## config.mk

```make
export PLATFORM = sky130hd
export DESIGN_NAME = piso_unloader_flat
export DESIGN_NICKNAME = d
export VERILOG_FILES = /design/src/rtl/piso_unloader_if.sv /design/src/rtl/piso_unloader.sv /design/src/flat_wrapper.sv
export SDC_FILE = /design/constraint.sdc
export NUM_CORES = 1
export LEC_CHECK = 0
export BUFFER_PORTS_ARGS = -buffer_cell sky130_fd_sc_hd__buf_4
export CORE_AREA = 8 8 53 55
export CTS_BUF_LIST = sky130_fd_sc_hd__clkbuf_16
export CTS_CLUSTER_DIAMETER = 50
export DETAILED_ROUTE_END_ITERATION = 6
export DIE_AREA = 0 0 61 63
export HOLD_SLACK_MARGIN = 0.12
export PLACE_DENSITY = 0.79
export SETUP_SLACK_MARGIN = 0.02
export SLEW_MARGIN = 20
export SYNTH_ARGS = -nofsm -noshare
export SYNTH_HDL_FRONTEND = slang
export SYNTH_SLANG_ARGS = --single-unit
```

## constraint.sdc

```tcl
create_clock -name clk -period 1.7 [get_ports clk]
set_clock_uncertainty 0.15 [all_clocks]
set_input_delay 0.17 -clock clk [delete_from_list [all_inputs] [get_ports clk]]
set_output_delay 0.17 -clock clk [all_outputs]
set_load 0.02 [all_outputs]
```

## src/rtl/piso_unloader_if.sv

```systemverilog
// Handshake bundle between a parallel-in/serial-out unloader and its host/consumer.
// The unloader side uses the master modport; the host/consumer side uses slave.
interface piso_if #(
  parameter int unsigned WIDTH = 8
);
  logic             start;
  logic [WIDTH-1:0] din;
  logic             busy;
  logic             bit_out;
  logic             bit_valid;
  logic             bit_ready;
  logic             done;

  modport master (
    input  start,
    input  din,
    input  bit_ready,
    output busy,
    output bit_out,
    output bit_valid,
    output done
  );

  modport slave (
    output start,
    output din,
    output bit_ready,
    input  busy,
    input  bit_out,
    input  bit_valid,
    input  done
  );
endinterface

```

## src/rtl/piso_unloader.sv

```systemverilog
// Parallel-in, serial-out unloader: loads a word on start, streams it bit by bit over
// valid/ready on the falling clock edge, then pulses done for one cycle.
module piso_unloader #(
  parameter int unsigned WIDTH     = 8,
  parameter bit          MSB_FIRST = 1'b1
) (
  input logic   clk,
  input logic   rst,
  piso_if.master bus
);

  localparam int unsigned CW = $clog2(WIDTH + 1);

  typedef enum logic [1:0] {StIdle, StShift, StDone} state_e;

  state_e           state_q;
  logic [WIDTH-1:0] sreg_q;
  logic [WIDTH-1:0] sreg_shift;
  logic [CW-1:0]    cnt_q;
  logic             busy_q;
  logic             valid_q;
  logic             bit_q;
  logic             done_q;

  function automatic logic out_bit(input logic [WIDTH-1:0] v);
    return MSB_FIRST ? v[WIDTH-1] : v[0];
  endfunction

  always_comb begin
    sreg_shift = MSB_FIRST ? (sreg_q << 1) : (sreg_q >> 1);
  end

  // All outputs are flops updated together with the state, so no input reaches an
  // output combinationally; bit_q is preloaded with the bit the next state will offer.
  always_ff @(negedge clk or posedge rst) begin
    if (rst) begin
      state_q <= StIdle;
      sreg_q  <= '0;
      cnt_q   <= '0;
      busy_q  <= 1'b0;
      valid_q <= 1'b0;
      bit_q   <= 1'b0;
      done_q  <= 1'b0;
    end else begin
      case (state_q)
        StIdle: begin
          if (bus.start) begin
            state_q <= StShift;
            sreg_q  <= bus.din;
            cnt_q   <= '0;
            busy_q  <= 1'b1;
            valid_q <= 1'b1;
            bit_q   <= out_bit(bus.din);
          end
        end
        StShift: begin
          if (bus.bit_ready) begin
            sreg_q <= sreg_shift;
            cnt_q  <= cnt_q + CW'(1);
            if (cnt_q == CW'(WIDTH - 1)) begin
              state_q <= StDone;
              valid_q <= 1'b0;
              bit_q   <= 1'b0;
              done_q  <= 1'b1;
            end else begin
              bit_q <= out_bit(sreg_shift);
            end
          end
        end
        StDone: begin
          state_q <= StIdle;
          busy_q  <= 1'b0;
          done_q  <= 1'b0;
        end
        default: begin
          state_q <= StIdle;
          busy_q  <= 1'b0;
          valid_q <= 1'b0;
          bit_q   <= 1'b0;
          done_q  <= 1'b0;
        end
      endcase
    end
  end

  assign bus.busy      = busy_q;
  assign bus.bit_valid = valid_q;
  assign bus.bit_out   = bit_q;
  assign bus.done      = done_q;

endmodule
```

## src/flat_wrapper.sv

```systemverilog
// flat-port wrapper written by rule: the top's interface ports become plain ports
module piso_unloader_flat 
#(
  parameter int unsigned WIDTH     = 8,
  parameter bit          MSB_FIRST = 1'b1
)
  (clk, rst, bus_start, bus_din, bus_bit_ready, bus_busy, bus_bit_out, bus_bit_valid, bus_done);
  piso_if #(.WIDTH(WIDTH)) bus_i ();
  input logic clk;
  input logic rst;
  input wire logic [$bits(bus_i.start)-1:0] bus_start;
  input wire logic [$bits(bus_i.din)-1:0] bus_din;
  input wire logic [$bits(bus_i.bit_ready)-1:0] bus_bit_ready;
  output wire logic [$bits(bus_i.busy)-1:0] bus_busy;
  output wire logic [$bits(bus_i.bit_out)-1:0] bus_bit_out;
  output wire logic [$bits(bus_i.bit_valid)-1:0] bus_bit_valid;
  output wire logic [$bits(bus_i.done)-1:0] bus_done;
  assign bus_i.start = bus_start;
  assign bus_i.din = bus_din;
  assign bus_i.bit_ready = bus_bit_ready;
  assign bus_busy = bus_i.busy;
  assign bus_bit_out = bus_i.bit_out;
  assign bus_bit_valid = bus_i.bit_valid;
  assign bus_done = bus_i.done;
  piso_unloader #(.WIDTH(WIDTH), .MSB_FIRST(MSB_FIRST)) u_core (.clk(clk), .rst(rst), .bus(bus_i));
endmodule
```

==> metrics, run 1 <==
Levels on crit path=1; Async S/R FF share, synth=100%; final setup violation count=13; GPL Wtd Cong=0.780; vias post-DR=719; Die Wd=around 61 um; Placed Cells=between 100 and 150; Fillers=172; initial antenna violation count=0; Rel. slew slack=between 70% and 80%; Fin Hold WS=roughly 0.31 ns; Antenna Nets Post-Route=0; commonest cells after routing, fill and taps aside=buf_4 (26), dfrtn_1 (17), buf_6 (8), mux2_4 (6), inv_1 (6); startpoint class of the critical path=flop; DP Area=0.00115 mm2; Final #Nets=129; Post-Syn Nets=91; Clock Tree Root=clkbuf_16; Seq cells post-synth=17; die height=63 um; largest net degree at the start of global routing=18; dominant synthesized flop cell=dfrtn_1; Bufs and invs on worst path=1; number of top-level pins=16; Initial Util=42.0%; post-layout instance area=0.00137 mm2; outcome=complete, but fails checks; slowest stage cell, crit path=dfrtn_1; CTS buffer count=3; dpl hpwl=1470 um; Hold Path Cell Cnt=1; Setup CP Type=reg -> out; Final Slew Violations=0; Ys Warns=0; CP Data Required Time=1.38 ns; commonest non-fill, non-tap cell in the layout=buf_4; crit-path max FO=2; htree depth=1; slowest stage delay, CP=roughly 0.42 ns; number of flops mapped to enable cells by yosys=0; Clock Latency Late Sink=0.28 ns; CTS max path bufs=2; CORE AREA=between 0.002 and 0.0025 mm2; Core Util, Final=66.3%; Clock Sinks=17; Critical Path End Type=output port; detail-routed via count per cell=about 5.0; P_leak=0.702 nW; Cell Pwr Density=between 1500 and 2000 mW/mm2; drt pass-1 iters=4; violated checks=negative setup slack; wire length per cell=15.9 um; global route overflow=0; vias in the first global route=790; clock-pin slew of the registers on the worst-case setup and hold paths=0.04 ns; num rows=17; drt initial violations=9; worst-margin pin slew=0.330 ns; CTS tree=built; detailed-route DRC error count=0; Synth cell types=22; pre-CTS setup slack=-0.487 ns; diode count=0; Post-Synthesis Cells=78; Syn-to-layout area delta=57.9%; Worst EP arrival=1.68 ns; Mapped Avg Cell Area=~11 um2; Syn Std Cell Area=just under 900 um2; Die Area=0.00384 mm2; fin cells=143; Seq/Total Area, Yosys=between 40% and 50%; PortBufs=15; Max-cap violations=0; crit path cell chain=buf_6; HP Class=reg -> reg; RSZ-0062 raised after global routing=true; first-pass GRT wire length=between 3000 and 4000 um; Fin. Hold Viols=0; fraction of layout cells with a size suffix above 1=52.2%; Setup WS post-layout=-0.296 ns; VDD IR max=around 1.0 mV; gr usage total=about 12%; final wirelength=2280 um; critical path's top delay family=flip-flops; R2R cell count=3
flip-flops by register name, summed over array words and instances (netlist names):
signal	cells
u_core.bus.busy	1
u_core.bus.bit_valid	1
u_core.bus.bit_out	1
u_core.cnt_q	4
u_core.bus.done	1
u_core.sreg_q	7
u_core.state_q	2
area by class of cell:
| cell class | count | area, um2 | share of cell area [%] |
|---|---|---|---|
| Clock inverter | 1 | 3.75 | 0.274 |
| Timing Repair Buffer | 36 | 320 | 23.4 |
| Multi-Input combinational cell | 53 | 490 | 35.8 |
| Inverter | 5 | 18.8 | 1.37 |
| Clock buffer | 3 | 75.1 | 5.48 |
| Sequential cell | 17 | 425 | 31.1 |
| Tap cell | 28 | 35.0 | 2.56 |
final timing paths:
kind / end / start / slack (ns)
worst max-delay path: bus_bit_out / u_core.bus.bit_out / -0.30
worst max register to register: u_core.sreg_q[1] / u_core.state_q[0] / -0.08
min in group asynchronous: u_core.state_q[0] / rst / 0.50
worst min register to register: u_core.sreg_q[1] / u_core.sreg_q[1] / 0.31
max in group asynchronous: u_core.sreg_q[3] / rst / 0.68
worst min-delay path: u_core.sreg_q[1] / u_core.sreg_q[1] / 0.31
Yosys cell counts, types with 2 or more instances:
| cell type | count | area share (%) |
|---|---|---|
| dfrtn_1 | 17 | 49 |
| inv_1 | 5 | 2.2 |
| nand2b_1 | 3 | 2.2 |
| nand2_1 | 4 | 1.7 |
| o21ai_0 | 5 | 2.9 |
| mux2i_1 | 3 | 3.5 |
| mux2_1 | 4 | 5.2 |
| nor2b_1 | 4 | 2.9 |
| nor2_1 | 4 | 1.7 |
| a21oi_1 | 4 | 2.3 |
| o22ai_1 | 2 | 1.4 |
| mux2_2 | 8 | 10 |
| a22o_1 | 4 | 4.0 |
| buf_2 | 3 | 1.7 |
cells by family after synthesis:
| kind of cell | after synthesis | share of synthesized area [%] |
|---|---|---|
| AO/OA/AOI/OAI | 18 | 14.6 |
| adder cells (fa/ha/maj) | 1 | 1.44 |
| buffers and inverters | 8 | 3.90 |
| flip-flops | 17 | 49.1 |
| multiplexers | 15 | 19.0 |
| AND/OR/NAND/NOR | 19 | 12.0 |
metrics by stage:
step	TNS, ns	power (mW)
finish	-2.05	2.27
global placement	-5.53	1.57
floorplan	-2.87	1.29
detailed placement	-5.93	1.62
CTS	-1.99	2.20
global route	-2.35	2.41
report_power, final:
part	internal, mW	total (mW)	switching (mW)
registers	0.576	0.716	0.140
clock network	0.312	0.466	0.154
logic	0.645	1.09	0.441
total	1.53	2.27	0.736
per-layer routing:
| metal | track usage, % | wire (um) | vias up |
|---|---|---|---|
| met2 | 20.4 | 1210 | 15 |
| met5 | 0 | 0 | - |
| met3 | 5.56 | 146 | 2 |
| met1 | 13.5 | 908 | 352 |
| li1 | - | - | 350 |
| met4 | 2.62 | 13 | 0 |
timing repair:
action	in CTS	in global routing
pin swaps	3	4
hold buffers	0	0
resized for setup	13	10
setup buffers	5	2
setup endpoints to repair	17	19
Power figures use the tool's default switching activity.
==> inputs of run 2 (changes only) <==
Settings changed: ABC_AREA from default to 1, CORE_AREA 8 8 53 55 to 8 8 52 54, DIE_AREA 0 0 61 63 to 0 0 60 62, PLACE_DENSITY 0.79 to 0.78.
==> metrics, run 2 <==
dpl hpwl=1230 um (-16%); Fin. Hold Viols=0 (unchanged); RR Startpoint=u_core.state_q[0]; Die Wd=60 um (-1.6%); CORE AREA=0.00190 mm2 (-7.8%); Post-Syn Nets=111 (+22%); internal reg-to-reg setup slack=0.23 ns (+0.31 ns); critical path's top delay family=flip-flops; vias post-DR=698 (-2.9%); Cell Pwr Density=1700 mW/mm2 (+2.4%); Clock Tree Root=clkbuf_16; HP Class=reg -> reg; switching share of power=35.0% (+2.5 points); final wirelength=1750 um (-23%); Fillers=191 (+11%); outcome=complete, but fails checks; drt initial violations=16 (+7); Die Area=0.00372 mm2 (-3.2%); Critical Path End Type=output port; R2R cell count=5 (+2); Final #Nets=140 (+8.5%); Ys Warns=0 (unchanged); startpoint class of the critical path=flop; GPL Wtd Cong=0.863 (+11%); switching power=672 uW (-8.7%); gr usage total=10.0% (-2.2 points); initial antenna violation count=0 (unchanged); global route overflow=0 (unchanged); Rel. slew slack=73.7% (-4.3 points); Initial Util=42.8% (+0.80 points); pre-CTS setup slack=-0.206 ns (+0.281 ns); Clock Sinks=17 (unchanged); CTS max path bufs=2 (unchanged); Fin Hold WS=0.297 ns (-0.0158 ns); Synth cell types=15 (-32%); VDD IR max=0.860 mV (-18%); Max-cap violations=0 (unchanged); Syn-to-layout area delta=38.9%; count leader, synth=nand2_1; clock-pin slew of the registers on the worst-case setup and hold paths=0.04 ns (about the same); hold_sp=u_core.bus.busy; vias in the first global route=673 (-15%); CTS buffer count=3 (unchanged); Antenna Nets Post-Route=0 (unchanged); CP Data Required Time=1.38 ns (about the same); first-pass GRT wire length=2790 um (-22%); Post-Synthesis Cells=98 (+26%); combinational power share=40.1% (-7.8 points); worst flop-to-flop path endpoint=u_core.sreg_q[4]; drt pass-1 iters=4 (unchanged); RSZ-0062 raised after global routing=true; diode count=0 (unchanged); dominant synthesized flop cell=dfrtn_1; Bufs and invs on worst path=1 (unchanged); num rows=16 (-1); Setup CP Type=reg -> out; Setup WS post-layout=-0.319 ns (-0.0233 ns); Internal Power=1.25 mW (-19%); PortBufs=15 (unchanged); fraction of layout cells with a size suffix above 1=26.2% (-26 points); Seq/Total Area, Yosys=52.2% (+3.2 points); number of top-level pins=16 (unchanged); largest net degree at the start of global routing=18 (unchanged); commonest cells after routing, fill and taps aside=nand2_1 (30), buf_4 (21), dfrtn_1 (17), inv_1 (14), o21ai_0 (12); die height=62 um (-1.6%); Largest register FFs=7 (unchanged); wire length per cell=11.4 um (-28%); detailed-route DRC error count=0 (unchanged); final setup violation count=4 (-9); slowest stage cell, crit path=dfrtn_1; Mapped Avg Cell Area=8.31 um2 (-25%); Clk network pwr share=23.6% (+3.0 points); Top Registers=u_core.sreg_q x7, u_core.cnt_q x4, u_core.state_q x2; largest area contributor in the netlist=dfrtn_1; crit path cell chain=buf_6; number of flops mapped to enable cells by yosys=0 (unchanged); Async S/R FF share, synth=100% (unchanged); Levels on crit path=1 (unchanged); worst-margin pin slew=0.394 ns (+0.0642 ns); commonest non-fill, non-tap cell in the layout=nand2_1; violated checks=negative setup slack; Post-synth top cells=nand2_1 (30), dfrtn_1 (17), inv_1 (13), o21ai_0 (13), nand3_1 (9); crit-path max FO=2 (unchanged); Final Slew Violations=0 (unchanged); Reg power frac=36.3% (+4.7 points); end point of the critical path=bus_done; top cells by area, synth=dfrtn_1 (52%), nand2_1 (14%), o21ai_0 (8.0%); crit path from=u_core.bus.done; top cell type's share of synthesized area=52.2% (+3.2 points); Seq cells post-synth=17 (unchanged); Clock Latency Late Sink=0.28 ns (about the same); Worst EP arrival=1.70 ns (+0.02 ns); slowest stage delay, CP=0.44 ns (+0.02 ns); P_leak=0.598 nW (-15%); Reg with most FFs=u_core.sreg_q; CTS tree=built; Syn Std Cell Area=815 um2 (-6.1%); htree depth=1 (unchanged); detail-routed via count per cell=4.56 (-9.3%)
run 2: worst min-delay path by stage:
stage	end	slack, ns	cells after the start
2_1_floorplan	u_core.sreg_q[6]	0.26	2
3_3_place_gp	u_core.bus.bit_valid	0.27	2
3_5_place_dp	u_core.bus.bit_valid	0.27	2
4_1_cts	u_core.sreg_q[6]	0.30	2
5_1_grt	u_core.sreg_q[6]	0.31	2
6_report	u_core.bus.busy	0.30	2
run 2: logic make-up after synthesis:
| group | synth area share, % |
|---|---|
| AOI/OAI and AO/OA | 8.60 |
| xor gates and xnor gates | 1.08 |
| adders and majority gates | 1.54 |
| buffers and inverters | 9.22 |
| DFF | 52.2 |
| muxes | 1.23 |
| and+or+nand+nor | 26.1 |
run 2: power groups by stage:
stage | logic [mW] | registers [mW] | clock network (mW)
floorplan | 0.436 | 0.721 | 0
global placement | 0.640 | 0.681 | 0
detailed placement | 0.656 | 0.689 | 0
CTS | 0.709 | 0.692 | 0.460
global route | 0.875 | 0.712 | 0.476
finish | 0.770 | 0.698 | 0.453
run 2: final cells by class:
type	count	area [um2]	area share (%)
Timing Repair Buffer	25	203	17.9
Clock buffer	3	75.1	6.64
Sequential cell	17	425	37.6
Inverter	14	52.6	4.65
Tap cell	27	33.8	2.99
Multi-Input combinational cell	66	338	29.9
Clock inverter	1	3.75	0.332
run 2: through the flow:
stage,cells,setup TNS [ns],total power [mW],instance area (um2),util (%)
2_1_floorplan,98,-0.123,1.16,825,-
3_3_place_gp,143,-1.83,1.32,986,51.8
3_5_place_dp,143,-2.17,1.35,986,51.8
4_1_cts,148,-1.17,1.86,1090,57.2
5_1_grt,153,-1.24,2.06,1130,59.5
6_report,153,-1.17,1.92,1130,59.5
run 2: layer usage:
layer / GRT usage, % / wire, um / vias up
met4: 5.10 / 23 / 0
met3: 2.88 / 85 / 3
met1: 10.6 / 793 / 312
met2: 17.8 / 843 / 17
li1: - / - / 366
met5: 0 / 0 / -
run 2: timing repair:
action | in CTS | in global routing
resized for setup | 4 | 1
hold buffers | 0 | 0
buffers inserted | 1 | 4
pin swaps | 0 | 1
setup endpoints to repair | 4 | 7
gates cloned | 0 | 1
==> inputs of run 3 (changes only) <==
Settings changed: PLACE_DENSITY 0.78 to 0.75.
==> metrics, run 3 (same netlist as run 2, synthesis figures left out) <==
dpl hpwl=1230 um (-0.45%); Setup WS post-layout=-0.319 ns (+0.000510 ns); die height=62 um (unchanged); RSZ-0062 raised after global routing=true; HP Class=reg -> reg; Final #Nets=139 (-0.71%); startpoint class of the critical path=flop; VDD IR max=0.804 mV (-6.5%); Clock Sinks=17 (unchanged); Largest register FFs=7 (unchanged); PortBufs=15 (unchanged); Setup CP Type=reg -> out; vias in the first global route=697 (+3.6%); fin cells=152 (-0.65%); vias post-DR=728 (+4.3%); CORE AREA=0.00190 mm2 (unchanged); P_leak=0.593 nW (-0.97%); diode count=0 (unchanged); final wirelength=1820 um (+4.3%); Top Registers=u_core.sreg_q x7, u_core.cnt_q x4, u_core.state_q x2; first-pass GRT wire length=2930 um (+4.9%); number of top-level pins=16 (unchanged); pre-CTS setup slack=-0.226 ns (-0.0198 ns); Reg with most FFs=u_core.sreg_q; htree depth=1 (unchanged); detailed-route DRC error count=0 (unchanged); Die Area=0.00372 mm2 (unchanged); Core Util, Final=59.1% (-0.33 points); violated checks=negative setup slack; CTS tree=built; commonest non-fill, non-tap cell in the layout=nand2_1; Fin. Hold Viols=0 (unchanged); Max-cap violations=0 (unchanged); Antenna Nets Post-Route=0 (unchanged); Worst EP arrival=1.70 ns (about the same); Rel. slew slack=76.4% (+2.7 points); Final Slew Violations=0 (unchanged); CTS buffer count=3 (unchanged); post-layout instance area=0.00112 mm2 (-0.55%); Initial Util=42.8% (unchanged); Clock Tree Root=clkbuf_16; Fin Hold WS=0.307 ns (+0.0100 ns); slowest stage cell, crit path=dfrtn_1; drt pass-1 iters=4 (unchanged); worst-margin pin slew=0.354 ns (-0.0402 ns); final setup violation count=4 (unchanged); clock-pin slew of the registers on the worst-case setup and hold paths=0.04 ns (about the same); CP Data Required Time=1.38 ns (about the same); outcome=complete, but fails checks; crit path cell chain=buf_6; gr usage total=10.9% (+0.83 points); Cell Pwr Density=1710 mW/mm2 (+0.81%); detail-routed via count per cell=4.79 (+5.0%); wire length per cell=12.0 um (+5.0%); Syn-to-layout area delta=38.1%; num rows=16 (unchanged); slowest stage delay, CP=0.44 ns (about the same); initial antenna violation count=0 (unchanged); commonest cells after routing, fill and taps aside=nand2_1 (30), buf_4 (20), dfrtn_1 (17), inv_1 (13), o21ai_0 (12); GPL Wtd Cong=0.846 (-1.9%); global route overflow=0 (unchanged); largest net degree at the start of global routing=18 (unchanged); crit-path max FO=2 (unchanged); Clock Latency Late Sink=0.28 ns (about the same); Fillers=173 (-9.4%); CTS max path bufs=2 (unchanged); fraction of layout cells with a size suffix above 1=26.4% (+0.21 points); Placed Cells=142 (-0.70%); Die Wd=60 um (unchanged); DP Area=978 um2 (-0.76%); Bufs and invs on worst path=1 (unchanged); critical path's top delay family=flip-flops; Critical Path End Type=output port; drt initial violations=5 (-11)
## run 3: area by class of cell
type	count	area, um2	area share, %
Multi-Input combinational cell	66	338	30.0
Sequential cell	17	425	37.8
Inverter	14	52.6	4.67
Clock inverter	1	5.00	0.445
Timing Repair Buffer	24	195	17.4
Tap cell	27	33.8	3.00
Clock buffer	3	75.1	6.67
## run 3: repair_timing
| item | 4_1_cts | 5_1_grt |
|---|---|---|
| endpoints found under the setup margin | 4 | 8 |
| gates resized for setup | 4 | 1 |
| pin swaps | 0 | 1 |
| gates cloned | 0 | 1 |
| hold buffers | 0 | 0 |
| setup buffers | 2 | 3 |
## run 3: routing by layer
metal / share of wire (%) / global-route usage, % / up-vias
met5: 0 / 0 / -
met4: 3.6 / 8.16 / 0
met3: 4.6 / 3.29 / 9
met2: 47 / 17.4 / 21
met1: 45 / 12.0 / 332
li1: - / - / 366
## run 3: final timing paths
check	from	end	slack [ns]	cells after the start
min in group asynchronous	rst	u_core.sreg_q[3]	0.49	3
min reg2reg	u_core.cnt_q[0]	u_core.cnt_q[0]	0.31	1
max in group asynchronous	rst	u_core.bus.bit_out	0.69	3
max reg2reg	u_core.state_q[0]	u_core.sreg_q[3]	0.25	5
min	u_core.cnt_q[0]	u_core.cnt_q[0]	0.31	1
max	u_core.bus.done	bus_done	-0.32	1
## run 3: where the power goes
part / switching, mW / total, mW / internal (mW)
Combinational: 0.411 / 0.752 / 0.341
Clock: 0.153 / 0.468 / 0.315
Sequential: 0.121 / 0.706 / 0.584
## run 3: per-stage QoR
step	power, mW	setup TNS, ns
2_1_floorplan	1.16	-0.123
3_3_place_gp	1.31	-1.84
3_5_place_dp	1.33	-2.41
4_1_cts	1.88	-1.18
5_1_grt	2.06	-1.28
6_report	1.93	-1.19
